[src/rtl/acq_sequencer.sv]
// Acquisition frame sequencer for the scope front end (sys_clk domain).
//
// Each frame starts with a one-cycle sync strobe, waits a programmable delay,
// then opens a window of len ADC samples with a clock-enable every ADC_DIV
// cycles. The next frame starts max(period, frame length) cycles after the
// sync. Frame configuration is double-buffered: loads go to pending registers
// and are applied only at frame boundaries (and continuously while idle).
//
// Ports:
//   sys_clk, rst           clock, asynchronous active-high reset
//   i_start / i_stop       arm (idle only) / stop after the current frame
//   i_cfg_ld               capture i_period/i_delay/i_len into pending regs
//   o_sync                 one-cycle frame-start pulse
//   o_acq_en, o_adc_ce     acquisition window level, per-sample enable
//   o_sample_idx           sample index within the frame, 0 outside window
//   o_frame_done           one-cycle frame-complete pulse
//   o_frame_cnt            completed frame count (wraps)
//   o_busy, o_overrun      not idle, sticky period-shorter-than-frame flag
module acq_sequencer #(
  parameter int unsigned CNT_W      = 16,
  parameter int unsigned ADC_DIV    = 5,
  parameter int unsigned DEF_PERIOD = 1000,
  parameter int unsigned DEF_DELAY  = 0,
  parameter int unsigned DEF_LEN    = 64
) (
  input  logic             sys_clk,
  input  logic             rst,
  input  logic             i_start,
  input  logic             i_stop,
  input  logic             i_cfg_ld,
  input  logic [CNT_W-1:0] i_period,
  input  logic [CNT_W-1:0] i_delay,
  input  logic [CNT_W-1:0] i_len,
  output logic             o_sync,
  output logic             o_acq_en,
  output logic             o_adc_ce,
  output logic [CNT_W-1:0] o_sample_idx,
  output logic             o_frame_done,
  output logic [CNT_W-1:0] o_frame_cnt,
  output logic             o_busy,
  output logic             o_overrun
);

  // Wide enough for 1 + delay + len*ADC_DIV without truncation.
  localparam int unsigned FW    = CNT_W + $clog2(ADC_DIV + 1) + 1;
  localparam int unsigned DIV_W = (ADC_DIV > 1) ? $clog2(ADC_DIV) : 1;
  localparam logic [DIV_W-1:0] DivMax = DIV_W'(ADC_DIV - 1);

  typedef enum logic [2:0] {StIdle, StSync, StDelay, StAcq, StWait} state_e;

  state_e           state_q, state_d;
  logic [FW-1:0]    pcnt_q, pcnt_d;
  logic [DIV_W-1:0] div_q, div_d;
  logic [CNT_W-1:0] idx_q, idx_d;
  logic [CNT_W-1:0] act_period_q, act_period_d, act_delay_q, act_delay_d;
  logic [CNT_W-1:0] act_len_q, act_len_d;
  logic [CNT_W-1:0] pend_period_q, pend_period_d, pend_delay_q, pend_delay_d;
  logic [CNT_W-1:0] pend_len_q, pend_len_d;
  logic             stop_q, stop_d;
  logic             sync_q, sync_d, acq_q, acq_d, ce_q, ce_d;
  logic             done_q, done_d, busy_q, busy_d, ovr_q, ovr_d;
  logic [CNT_W-1:0] fcnt_q, fcnt_d;

  logic [FW-1:0]    frame_len;
  logic [FW-1:0]    sync_pt;
  logic [FW-1:0]    pcnt_n;

  always_comb begin
    frame_len = FW'(1) + FW'(act_delay_q) + FW'(act_len_q) * FW'(ADC_DIV);
    sync_pt   = (FW'(act_period_q) > frame_len) ? FW'(act_period_q) : frame_len;
    pcnt_n    = pcnt_q + FW'(1);

    state_d       = state_q;
    pcnt_d        = pcnt_q;
    act_period_d  = act_period_q;
    act_delay_d   = act_delay_q;
    act_len_d     = act_len_q;
    pend_period_d = pend_period_q;
    pend_delay_d  = pend_delay_q;
    pend_len_d    = pend_len_q;
    stop_d        = stop_q;
    done_d        = 1'b0;
    fcnt_d        = fcnt_q;
    ovr_d         = ovr_q;

    if (i_cfg_ld) begin
      pend_period_d = i_period;
      pend_delay_d  = i_delay;
      pend_len_d    = i_len;
    end

    if (state_q == StIdle) begin
      act_period_d = pend_period_q;
      act_delay_d  = pend_delay_q;
      act_len_d    = pend_len_q;
      // Simultaneous stop overrides start.
      if (i_start && !i_stop) begin
        state_d = StSync;
        pcnt_d  = '0;
        ovr_d   = 1'b0;
        stop_d  = 1'b0;
      end
    end else begin
      if (i_stop) stop_d = 1'b1;
      if (pcnt_n == frame_len) begin
        done_d = 1'b1;
        fcnt_d = fcnt_q + CNT_W'(1);
      end
      if (pcnt_n >= sync_pt) begin
        if (FW'(act_period_q) < frame_len) ovr_d = 1'b1;
        pcnt_d = '0;
        if (stop_q || i_stop) begin
          state_d = StIdle;
          stop_d  = 1'b0;
        end else begin
          state_d      = StSync;
          act_period_d = pend_period_q;
          act_delay_d  = pend_delay_q;
          act_len_d    = pend_len_q;
        end
      end else begin
        pcnt_d = pcnt_n;
        if (pcnt_n <= FW'(act_delay_q)) begin
          state_d = StDelay;
        end else if (pcnt_n < frame_len) begin
          state_d = StAcq;
        end else begin
          state_d = StWait;
        end
      end
    end

    // Sample enable divider restarts on every window entry so the first
    // enable lands on the first window cycle.
    div_d = '0;
    idx_d = '0;
    ce_d  = 1'b0;
    if (state_d == StAcq) begin
      if (state_q != StAcq) begin
        ce_d = 1'b1;
      end else if (div_q == DivMax) begin
        idx_d = idx_q + CNT_W'(1);
        ce_d  = 1'b1;
      end else begin
        div_d = div_q + DIV_W'(1);
        idx_d = idx_q;
      end
    end

    sync_d = (state_d == StSync);
    acq_d  = (state_d == StAcq);
    busy_d = (state_d != StIdle);
  end

  always_ff @(posedge sys_clk or posedge rst) begin
    if (rst) begin
      state_q       <= StIdle;
      pcnt_q        <= '0;
      div_q         <= '0;
      idx_q         <= '0;
      act_period_q  <= CNT_W'(DEF_PERIOD);
      act_delay_q   <= CNT_W'(DEF_DELAY);
      act_len_q     <= CNT_W'(DEF_LEN);
      pend_period_q <= CNT_W'(DEF_PERIOD);
      pend_delay_q  <= CNT_W'(DEF_DELAY);
      pend_len_q    <= CNT_W'(DEF_LEN);
      stop_q        <= 1'b0;
      sync_q        <= 1'b0;
      acq_q         <= 1'b0;
      ce_q          <= 1'b0;
      done_q        <= 1'b0;
      busy_q        <= 1'b0;
      ovr_q         <= 1'b0;
      fcnt_q        <= '0;
    end else begin
      state_q       <= state_d;
      pcnt_q        <= pcnt_d;
      div_q         <= div_d;
      idx_q         <= idx_d;
      act_period_q  <= act_period_d;
      act_delay_q   <= act_delay_d;
      act_len_q     <= act_len_d;
      pend_period_q <= pend_period_d;
      pend_delay_q  <= pend_delay_d;
      pend_len_q    <= pend_len_d;
      stop_q        <= stop_d;
      sync_q        <= sync_d;
      acq_q         <= acq_d;
      ce_q          <= ce_d;
      done_q        <= done_d;
      busy_q        <= busy_d;
      ovr_q         <= ovr_d;
      fcnt_q        <= fcnt_d;
    end
  end

  assign o_sync       = sync_q;
  assign o_acq_en     = acq_q;
  assign o_adc_ce     = ce_q;
  assign o_sample_idx = idx_q;
  assign o_frame_done = done_q;
  assign o_frame_cnt  = fcnt_q;
  assign o_busy       = busy_q;
  assign o_overrun    = ovr_q;

endmodule

[config.mk]
export PLATFORM = sky130hd
export DESIGN_NAME = acq_sequencer
export DESIGN_NICKNAME = d
export VERILOG_FILES = /design/src/rtl/acq_sequencer.sv
export SDC_FILE = /design/constraint.sdc
export NUM_CORES = 1
export LEC_CHECK = 0
export ABC_AREA = 1
export CAP_MARGIN = 30
export CORE_MARGIN = 3
export CORE_UTILIZATION = 30
export DETAILED_ROUTE_END_ITERATION = 8
export PLACE_DENSITY_LB_ADDON = 0.2
export SKIP_CTS_REPAIR_TIMING = 1
export SYNTH_ARGS = -nofsm -noshare
export SYNTH_HDL_FRONTEND = slang
export SYNTH_SLANG_ARGS = --single-unit
[constraint.sdc]
create_clock -name sys_clk -period 8.1 [get_ports sys_clk]
set_input_delay 2.43 -clock sys_clk [delete_from_list [all_inputs] [get_ports sys_clk]]
set_output_delay 2.43 -clock sys_clk [all_outputs]
set_load 0.005 [all_outputs]
## After elaboration in Yosys (flattened, before gate mapping)

Index checks and enable logic that the tools add are counted.

| storage, ports and cells | value |
|---|---|
| output and inout bits | 38 |
| latch bits | 0 |
| bits of input ports | 53 |
| bits in registers | 161 |
| memories kept | 0 |
| memory bits (read-only) | 0 |
| bits in writable memories | 0 |
| word-level logic and storage cells | 87 |

| operators by class | value |
|---|---|
| shift operators | 0 |
| order comparisons | 5 |
| multiply operators | 1 |
| reduce and logical (&&, ||, !) cells | 10 |
| bitwise gates (word level) | 1 |
| equality and inequality tests | 8 |
| mux-type cells | 38 |
| divide/modulo/power cells | 0 |
| add/sub/neg operators | 6 |

Operator list:

| cell | number |
|---|---|
| two-way mux 16 bit | 12 |
| two-way mux 20 bit | 4 |
| adder 16 x 1 -> 16 bit (second input constant) | 2 |
| two-way mux 3 bit | 8 |
| adder 17 x 19 -> 20 bit | 1 |
| adder 20 x 1 -> 20 bit (second input constant) | 1 |
| equality test 20 bit | 1 |
| >= comparator 20 bit | 1 |
| greater-than comparator 16 x 20 -> 1 bit | 1 |
| less-or-equal comparator 20 x 16 -> 1 bit | 1 |
| < comparator 16 x 20 -> 1 bit | 1 |
| < comparator 20 bit | 1 |
| multiplier 16 x 3 -> 19 bit (second input constant) | 1 |
| adder 1 x 16 -> 17 bit (first input constant) | 1 |
| two-way mux 1 bit | 14 |
| AND reduction 2 bit | 2 |
| nonzero test 2 bit | 2 |
| adder 3 x 1 -> 3 bit (second input constant) | 1 |
| equality test 3 x 1 -> 1 bit (second input constant) | 1 |
| equality test 3 x 2 -> 1 bit (second input constant) | 1 |
| equality test 3 bit (second input constant) | 1 |
| zero test 3 bit | 1 |
| != test 3 x 1 -> 1 bit (second input constant) | 1 |
| != test 3 x 2 -> 1 bit (second input constant) | 1 |
| 8 further kinds | 8 |

## Logic depth before layout (Yosys ltp)

Gate-level depths: netlist of run 1.

| logic depth | value |
|---|---|
| depth after elaboration | 9 |
| gate-level depth with buffers | 44 |
| depth with buffers taken out | 43 |

## Least setup slack after synthesis of run 1

Ideal clock, no wire load.

| path | value |
|---|---|
| kind | register to register |
| start | register act_len_q[2] |
| end | register idx_q[2] (netlist: o_sample_idx[2]) |
| cell stages (with the launch flop) | 40 |
| clock period less this slack | 5,569 ps |
| setup time | 119 ps |
| required time | 7,981 ps |
| path slack | 2,531 ps |
| arrival | 5,450 ps |
| buffers on the path | 2 |
| cells stage by stage | dfrtp_1 -> ha_1 -> inv_1 -> fa_1 -> inv_1 -> ha_1 -> a21oi_1 -> nand2_1 -> a21oi_1 -> inv_1 -> a31oi_1 -> xor2_1 -> ha_1 -> nand2_1 -> nor3_1 -> a311oi_1 -> nand2_1 -> nand2_1 -> [... 4 more ...] -> nand3b_1 -> nand2_1 -> ha_1 -> nand2_1 -> inv_1 -> o21ai_0 -> nand2_1 -> a21oi_1 -> nor2_1 -> nor3_2 -> nand3_2 -> nor2_4 -> inv_2 -> nor2_4 -> nand4_2 -> buf_4 -> a21oi_2 -> nor2_1 |

| on the way | value |
|---|---|
| cells in the longest elaborated chain, start to end | 9 |
| elaborated cells on any way between the ends | 13 |
| classes of those cells | add/sub (1); mul (1); order compare (3); eq/ne (2); mux (6) |

Ends and longest elaborated chain:

| item | RTL line | text |
|---|---|---|
| start: declaration | 56 | `logic [CNT_W-1:0] act_len_q, act_len_d;` |
| start signal: assignment | 163 | `act_len_q <= CNT_W'(DEF_LEN);` |
| start signal: assignment | 182 | `act_len_q <= act_len_d;` |
| multiplier 16 x 3 -> 19 bit (*) | 69 | `frame_len = FW'(1) + FW'(act_delay_q) + FW'(act_len_q) * FW'(ADC_DIV);` |
| adder 17 x 19 -> 20 bit (*) | 69 |  |
| greater-than comparator 16 x 20 -> 1 bit or < comparator 20 bit (tied branches) | 70, 125 |  |
| two-way mux 20 bit or two-way mux 3 bit (tied branches) | 70, 125 |  |
| >= comparator 20 bit or two-way mux 3 bit (tied branches) | 109, 123 |  |
| two-way mux 3 bit (*) | 109 | `if (pcnt_n >= sync_pt) begin` |
| two-way mux 3 bit (*) | 92 | `if (state_q == StIdle) begin` |
| named net state_d[1] | 51 | `state_e state_q, state_d;` |
| equality test 3 x 2 -> 1 bit (*) | 138 | `if (state_d == StAcq) begin` |
| != test 3 x 1 -> 1 bit (no source line) or two-way mux 16 bit (tied branches) | - |  |
| end signal: assignment | 179 | `idx_q <= idx_d;` |
| end: declaration | 54 | `logic [CNT_W-1:0] idx_q, idx_d;` |

Mark *: on every way through the listed nets, which the timed path passes. The rest lies on a longest branch.
A chain may end at the register's enable or synchronous reset.

## Final worst setup path of run 1

| path | value |
|---|---|
| start | register act_len_q[6] |
| end | register idx_q[5] (netlist: o_sample_idx[5]) |

Same word-level chain as after synthesis.

==> summary.md, run 1 <==
| Metric | Value |
|---|---|
| Antenna Violating Nets Remaining | 0 |
| Post-route cell area | 12600 um2 |
| Drt total wl | 26.2 mm |
| Number of synthesized flops with an enable pin | 0 |
| Grt ovf | 0 |
| Setup TNS | 0 ps |
| Data required, critical path | 8420 ps |
| Detailed Routing Iterations Pass 1 | 5 |
| TritonCTS clock tree | yes |
| IO Port Bufs | 90 |
| Commonest non-fill, non-tap cells in the layout | 266 x nand2_1, 216 x inv_1, 147 x dfrtp_1 |
| Class of the most critical setup path | flop to flop |
| Crit-path max cell delay | 560 ps |
| # nets final | 1547 |
| Clock root cell | clkbuf_16 |
| Final instance count without filler cells | 1844 |
| Gr usage total | 14.4% |
| # clock sinks | 161 |
| Cts bufs inserted | 17 |
| Num rows | 68 |
| Finish-stage setup viols | 0 |
| Yosys warning total | 0 |
| Die height | 194 um |
| Setup WS pre-CTS | 1240 ps |
| CP max stage cell | dfstp_2 |
| Post-DP HPWL | 20.5 mm |
| Worst setup margin | 1230 ps |
| Placed cells | 1812 |
| Synth Net Count | 1462 |
| H-Tree Depth | 4 |
| Status | finished, final reports clean |
| Synth cell types | 59 |
| I/O pin count | 91 |
| Primary FF master, synth | dfrtp_1 |
| Die width | 194 um |
| DRC Markers | 0 |
| Avg Cell Area, Syn | 8.23 um2 |
| Final Hold Fails | 0 |
| Placer congestion estimate | 0.857 |
| Minimum clock period | 6870 ps |
| CP dominant cell by count | nand2_1 |
| Worst setup EP type | flop |
| Area post-placement | 12000 um2 |
| Sequential area share after synthesis | 38.1% |
| Initial antenna violation count | 0 |
| Syn Inst Count | 1291 |
| Vias | 8371 |
| Worst endpoint data arrival time | 7190 ps |
| Final Cycle Share | 84.8% |
| MaxCap Viol Count | 0 |
| Die Footprint | 37700 um2 |
| Clock-pin slew of the registers on the worst-case setup and hold paths | 70 ps |
| Seq cells post-synth | 161 |
| Fmax | 0.146 GHz |
| Initial Utilization | 30.6% |
| Slew at the pin with the worst max-slew slack | 836 ps |
| Crit Reg-Reg Startpoint | act_len_q[6] |
| Worst-Skew Late Latency | 440 ps |
| Hold Crit Class | flop to flop |
| Global-route wire length before repair | 43.8 mm |
| Core box area | 34700 um2 |
| Largest net degree at the start of global routing | 97 |
| Share of cells above drive strength 1 | 9.29% |
| Routed length per instance | 14.2 um |
| Startpoint Class | flop |
| DR vias/cell | 4.54 |
| Commonest non-fill, non-tap cell in the layout | nand2_1 |
| RSZ-0062 raised after global routing | false |
| Relative slew slack | 44.2% |
| Cell area after synthesis | 10600 um2 |
| Fill count | 3646 |
| Worst setup startpoint | act_len_q[6] |
| Worst clock skew | 10.8 ps |
| Diodes inserted | 0 |
| Slew Viols, Final | 0 |
| Hold wc startpoint | div_q[0] |
| Starting DRT DRC Count | 444 |
| Vias in the first global route | 8305 |
| Post-synth ARST share | 100% |
| CP Max Fanout | 17 |
| Bufs on Longest Clock Path | 2 |
| Syn-to-layout area delta | 18.8% |
[layout make-up]
type	instances	area, um2	share of cell area (%)
clock buffer	20	457	3.62
tap	455	569	4.51
clock inverter	12	156	1.24
timing repair buffer	95	951	7.53
sequential	161	4050	32.1
multi-input combinational	878	5600	44.3
inverter	223	847	6.71
[state kept, by name (all words and copies together), names as in the netlist, 3 cells and up]
| signal | cells |
|---|---|
| o_frame_cnt | 16 |
| pcnt_q | 20 |
| state_q | 3 |
| div_q | 3 |
| act_len_q | 16 |
| pend_delay_q | 16 |
| act_delay_q | 16 |
| pend_len_q | 16 |
| act_period_q | 16 |
| o_sample_idx | 16 |
| pend_period_q | 16 |
[through the flow]
stage / hold slack (ps) / util, %
after detailed placement: 459 / 34.6
after global routing: 495 / 36.4
after global placement: 459 / 34.5
final: 467 / 36.4
after CTS: 469 / 36.4
after floorplan: 431 / -
[routing by layer]
| metal | part of all wire, % | global-route usage [%] | up-vias | wire, um |
|---|---|---|---|---|
| met2 | 45 | 22.4 | 132 | 11900 |
| li1 | - | - | 4318 | - |
| met5 | 0 | 0 | - | 0 |
| met3 | 3.7 | 2.90 | 24 | 973 |
| met1 | 49 | 20.2 | 3897 | 12900 |
| met4 | 1.6 | 4.68 | 0 | 425 |
[path summary, 6_finish.rpt]
path	endpoint	slack, ps	depth (start not counted)
max in group asynchronous	act_delay_q[10]	4860	3
hold reg to reg	div_q[0]	470	1
setup / recovery	o_sample_idx[5]	1230	37
min in group asynchronous	pend_period_q[0]	2280	2
setup reg to reg	o_sample_idx[5]	1230	37
hold / removal	div_q[0]	470	1
[cells by family (layout without fill, tap and decap cells)]
family                   count (synthesis)  count (layout)  share of synthesized area (%)
XOR/XNOR                                49              49                           4.11
AND/OR/NAND/NOR                        503             503                           22.7
AO/OA/AOI/OAI                          206             206                           10.7
buffers and inverters                  252             350                           9.22
flip-flops                             161             161                           38.1
adder cells (fa/ha/maj)                118             118                           15.0
multiplexers                             2               2                          0.200
[cells in the mapped netlist (all sizes together) (5+ instances only)]
cell type	instances	area, um2
a21oi	53	299
buf	11	70.1
clkbuf	18	67.6
dfrtp	147	3680
dfstp	14	368
fa	15	300
ha	103	1290
inv	222	838
nand2	289	1150
nand3	54	295
nand3b	16	120
nand4	21	153
nor2	95	452
nor3	18	138
o21ai	125	626
o21bai	5	41.3
xnor2	10	87.6
xor2	39	349
[critical path: cells and delay by family, from the launching register on]
family / cells / cell delay, ps
adders and majority gates: 5 / 1490
AOI/OAI and AO/OA: 5 / 940
and+or+nand+nor: 20 / 3010
DFF: 1 / 560
buffers and inverters: 6 / 560
xor gates and xnor gates: 1 / 160
Power of run 1 is not shown: default switching activity piles up to over one toggle a cycle in this logic, so the estimate is an artifact.
==> run 2, diff against run 1 <==
==> constraint.sdc (replaced) <==
create_clock -name sys_clk -period 5.87 [get_ports sys_clk]
set_input_delay 1.761 -clock sys_clk [delete_from_list [all_inputs] [get_ports sys_clk]]
set_output_delay 1.761 -clock sys_clk [all_outputs]
set_load 0.005 [all_outputs]
==> run 2 against run 1 <==
Critical path type unchanged; clock skew up 2.2 ps; the run now ends with negative setup slack left; via count is 6.4% higher; critical path depth up 4; critical endpoint is now act_period_q[3]; sequential share of layout area is 3.8 points lower; die area is the same; cell area increased by 14%; clock-buffer cell count fell by 2; worst setup slack got worse by 1300 ps.
==> summary.md, run 2 (same netlist as run 1, synthesis figures left out) <==
| Metric | Value |
|---|---|
| Final Cycle Share | 100% (+16 points) |
| Num rows | 68 (unchanged) |
| Detailed Routing Iterations Pass 1 | 4 (-1) |
| Commonest non-fill, non-tap cells in the layout | 210 x nand2_1, 200 x inv_1, 146 x dfrtp_1 |
| Worst setup startpoint | act_len_q[8] |
| # clock sinks | 161 (unchanged) |
| Biggest register | pcnt_q |
| Crit path to | act_period_q[3] |
| Fmax | 0.170 GHz (+16%) |
| TritonCTS clock tree | yes |
| Vias in the first global route | 8528 (+2.7%) |
| Max reg flops | 20 (unchanged) |
| Worst endpoint data arrival time | 6270 ps (-920 ps) |
| Final Hold Fails | 0 (unchanged) |
| Gr usage total | 14.6% (+0.18 points) |
| Post-DP HPWL | 20.8 mm (+1.7%) |
| Routed length per instance | 14.6 um (+2.7%) |
| Die width | 194 um (unchanged) |
| Slew at the pin with the worst max-slew slack | 1130 ps (+295 ps) |
| Initial Utilization | 30.6% (unchanged) |
| Post-route cell area | 14300 um2 (+14%) |
| Class of the most critical setup path | flop to flop |
| Initial antenna violation count | 0 (unchanged) |
| Syn-to-layout area delta | 35.0% |
| Relative slew slack | 24.6% (-20 points) |
| Worst setup margin | -27.0 ps (-1260 ps) |
| Cts bufs inserted | 17 (unchanged) |
| DRC Markers | 0 (unchanged) |
| Fill count | 3523 (-3.4%) |
| Worst setup EP type | flop |
| Bufs on Longest Clock Path | 2 (unchanged) |
| Crit Reg-Reg Startpoint | act_len_q[8] |
| Crit-path max cell delay | 480 ps (-80 ps) |
| Finish-stage setup viols | 21 (+21) |
| H-Tree Depth | 4 (unchanged) |
| CP Max Fanout | 8 (-9) |
| Clock-pin slew of the registers on the worst-case setup and hold paths | 70 ps (about the same) |
| Finished Core Util | 41.3% (+4.9 points) |
| Die Footprint | 37700 um2 (unchanged) |
| Drt total wl | 28.3 mm (+8.2%) |
| Share of cells above drive strength 1 | 25.3% (+16 points) |
| Placer congestion estimate | 0.856 (about the same) |
| Starting DRT DRC Count | 375 (-16%) |
| Commonest non-fill, non-tap cell in the layout | nand2_1 |
| RSZ-0062 raised after global routing | true |
| Failing checks | negative setup slack |
| Status | complete, but fails checks |
| # nets final | 1646 (+6.4%) |
| MaxCap Viol Count | 0 (unchanged) |
| Grt ovf | 0 (unchanged) |
| FF-to-FF End | act_period_q[3] |
| FF-to-FF setup slack | -30 ps (-1260 ps) |
| R2R depth | 41 (+11%) |
| Global-route wire length before repair | 44.3 mm (+1.0%) |
| Largest net degree at the start of global routing | 162 (+67%) |
| Diodes inserted | 0 (unchanged) |
| Die height | 194 um (unchanged) |
| Area post-placement | 12500 um2 (+3.9%) |
| Core box area | 34700 um2 (unchanged) |
| Hold Crit Class | flop to flop |
| DR vias/cell | 4.58 (+0.98%) |
| Data required, critical path | 6240 ps (-2180 ps) |
| Clock root cell | clkbuf_16 |
| I/O pin count | 91 (unchanged) |
| Startpoint Class | flop |
| Vias | 8907 (+6.4%) |
| Worst clock skew | 13.0 ps (+2.21 ps) |
| Slew Viols, Final | 0 (unchanged) |
| IO Port Bufs | 90 (unchanged) |
| WHS Path Cells | 1 (unchanged) |
| Antenna Violating Nets Remaining | 0 (unchanged) |
| CP max stage cell | fa_1 |
| Worst-Skew Late Latency | 450 ps (about the same) |
| Minimum clock period | 5900 ps (-972 ps) |
[run 2: final cells by class]
cell class	instances	area, um2	area share, %
clock buffers	18	429	2.99
inverters	223	848	5.92
multi-input cells	878	6350	44.3
clock inverters	14	150	1.05
repair buffers	193	1940	13.5
repair inverters	1	6.26	0.0436
well taps	455	569	3.97
flip-flops and latches	161	4050	28.2
[run 2: routing by layer]
metal	routed length (um)	up-vias	GRT usage (%)
met3	773	30	2.43
met4	576	0	4.87
met5	0	-	0
met2	13400	118	23.4
li1	-	4532	-
met1	13600	4227	20.1
[run 2: worst min path at each step]
stage          slack, ps  endpoint  startpoint
2_1_floorplan        430  div_q[0]    div_q[0]
3_3_place_gp         450  div_q[0]    div_q[0]
3_5_place_dp         460  div_q[0]    div_q[0]
4_1_cts              470  div_q[0]    div_q[0]
5_1_grt              500  div_q[0]    div_q[0]
6_report             470  div_q[0]    div_q[0]
[run 2: through the flow]
step                cells  setup WS (ps)  setup TNS (ps)  hold slack [ps]
floorplan            1291            301               0              431
global placement     1868          -52.8            -300              452
detailed placement   1869           -116            -925              463
CTS                  1901           -175           -1860              473
global route         1943           -381          -22480              495
finish               1943          -27.0            -214              468
[run 2: critical path: cells and delay by family (launching register included)]
family,cells,cell delay [ps]
XOR/XNOR,1,180
AO/OA/AOI/OAI,6,1000
buffers and inverters,13,1330
AND/OR/NAND/NOR,16,1450
adder cells (fa/ha/maj),5,1460
flip-flops,1,380
Power of run 2 is left out for the same reason.
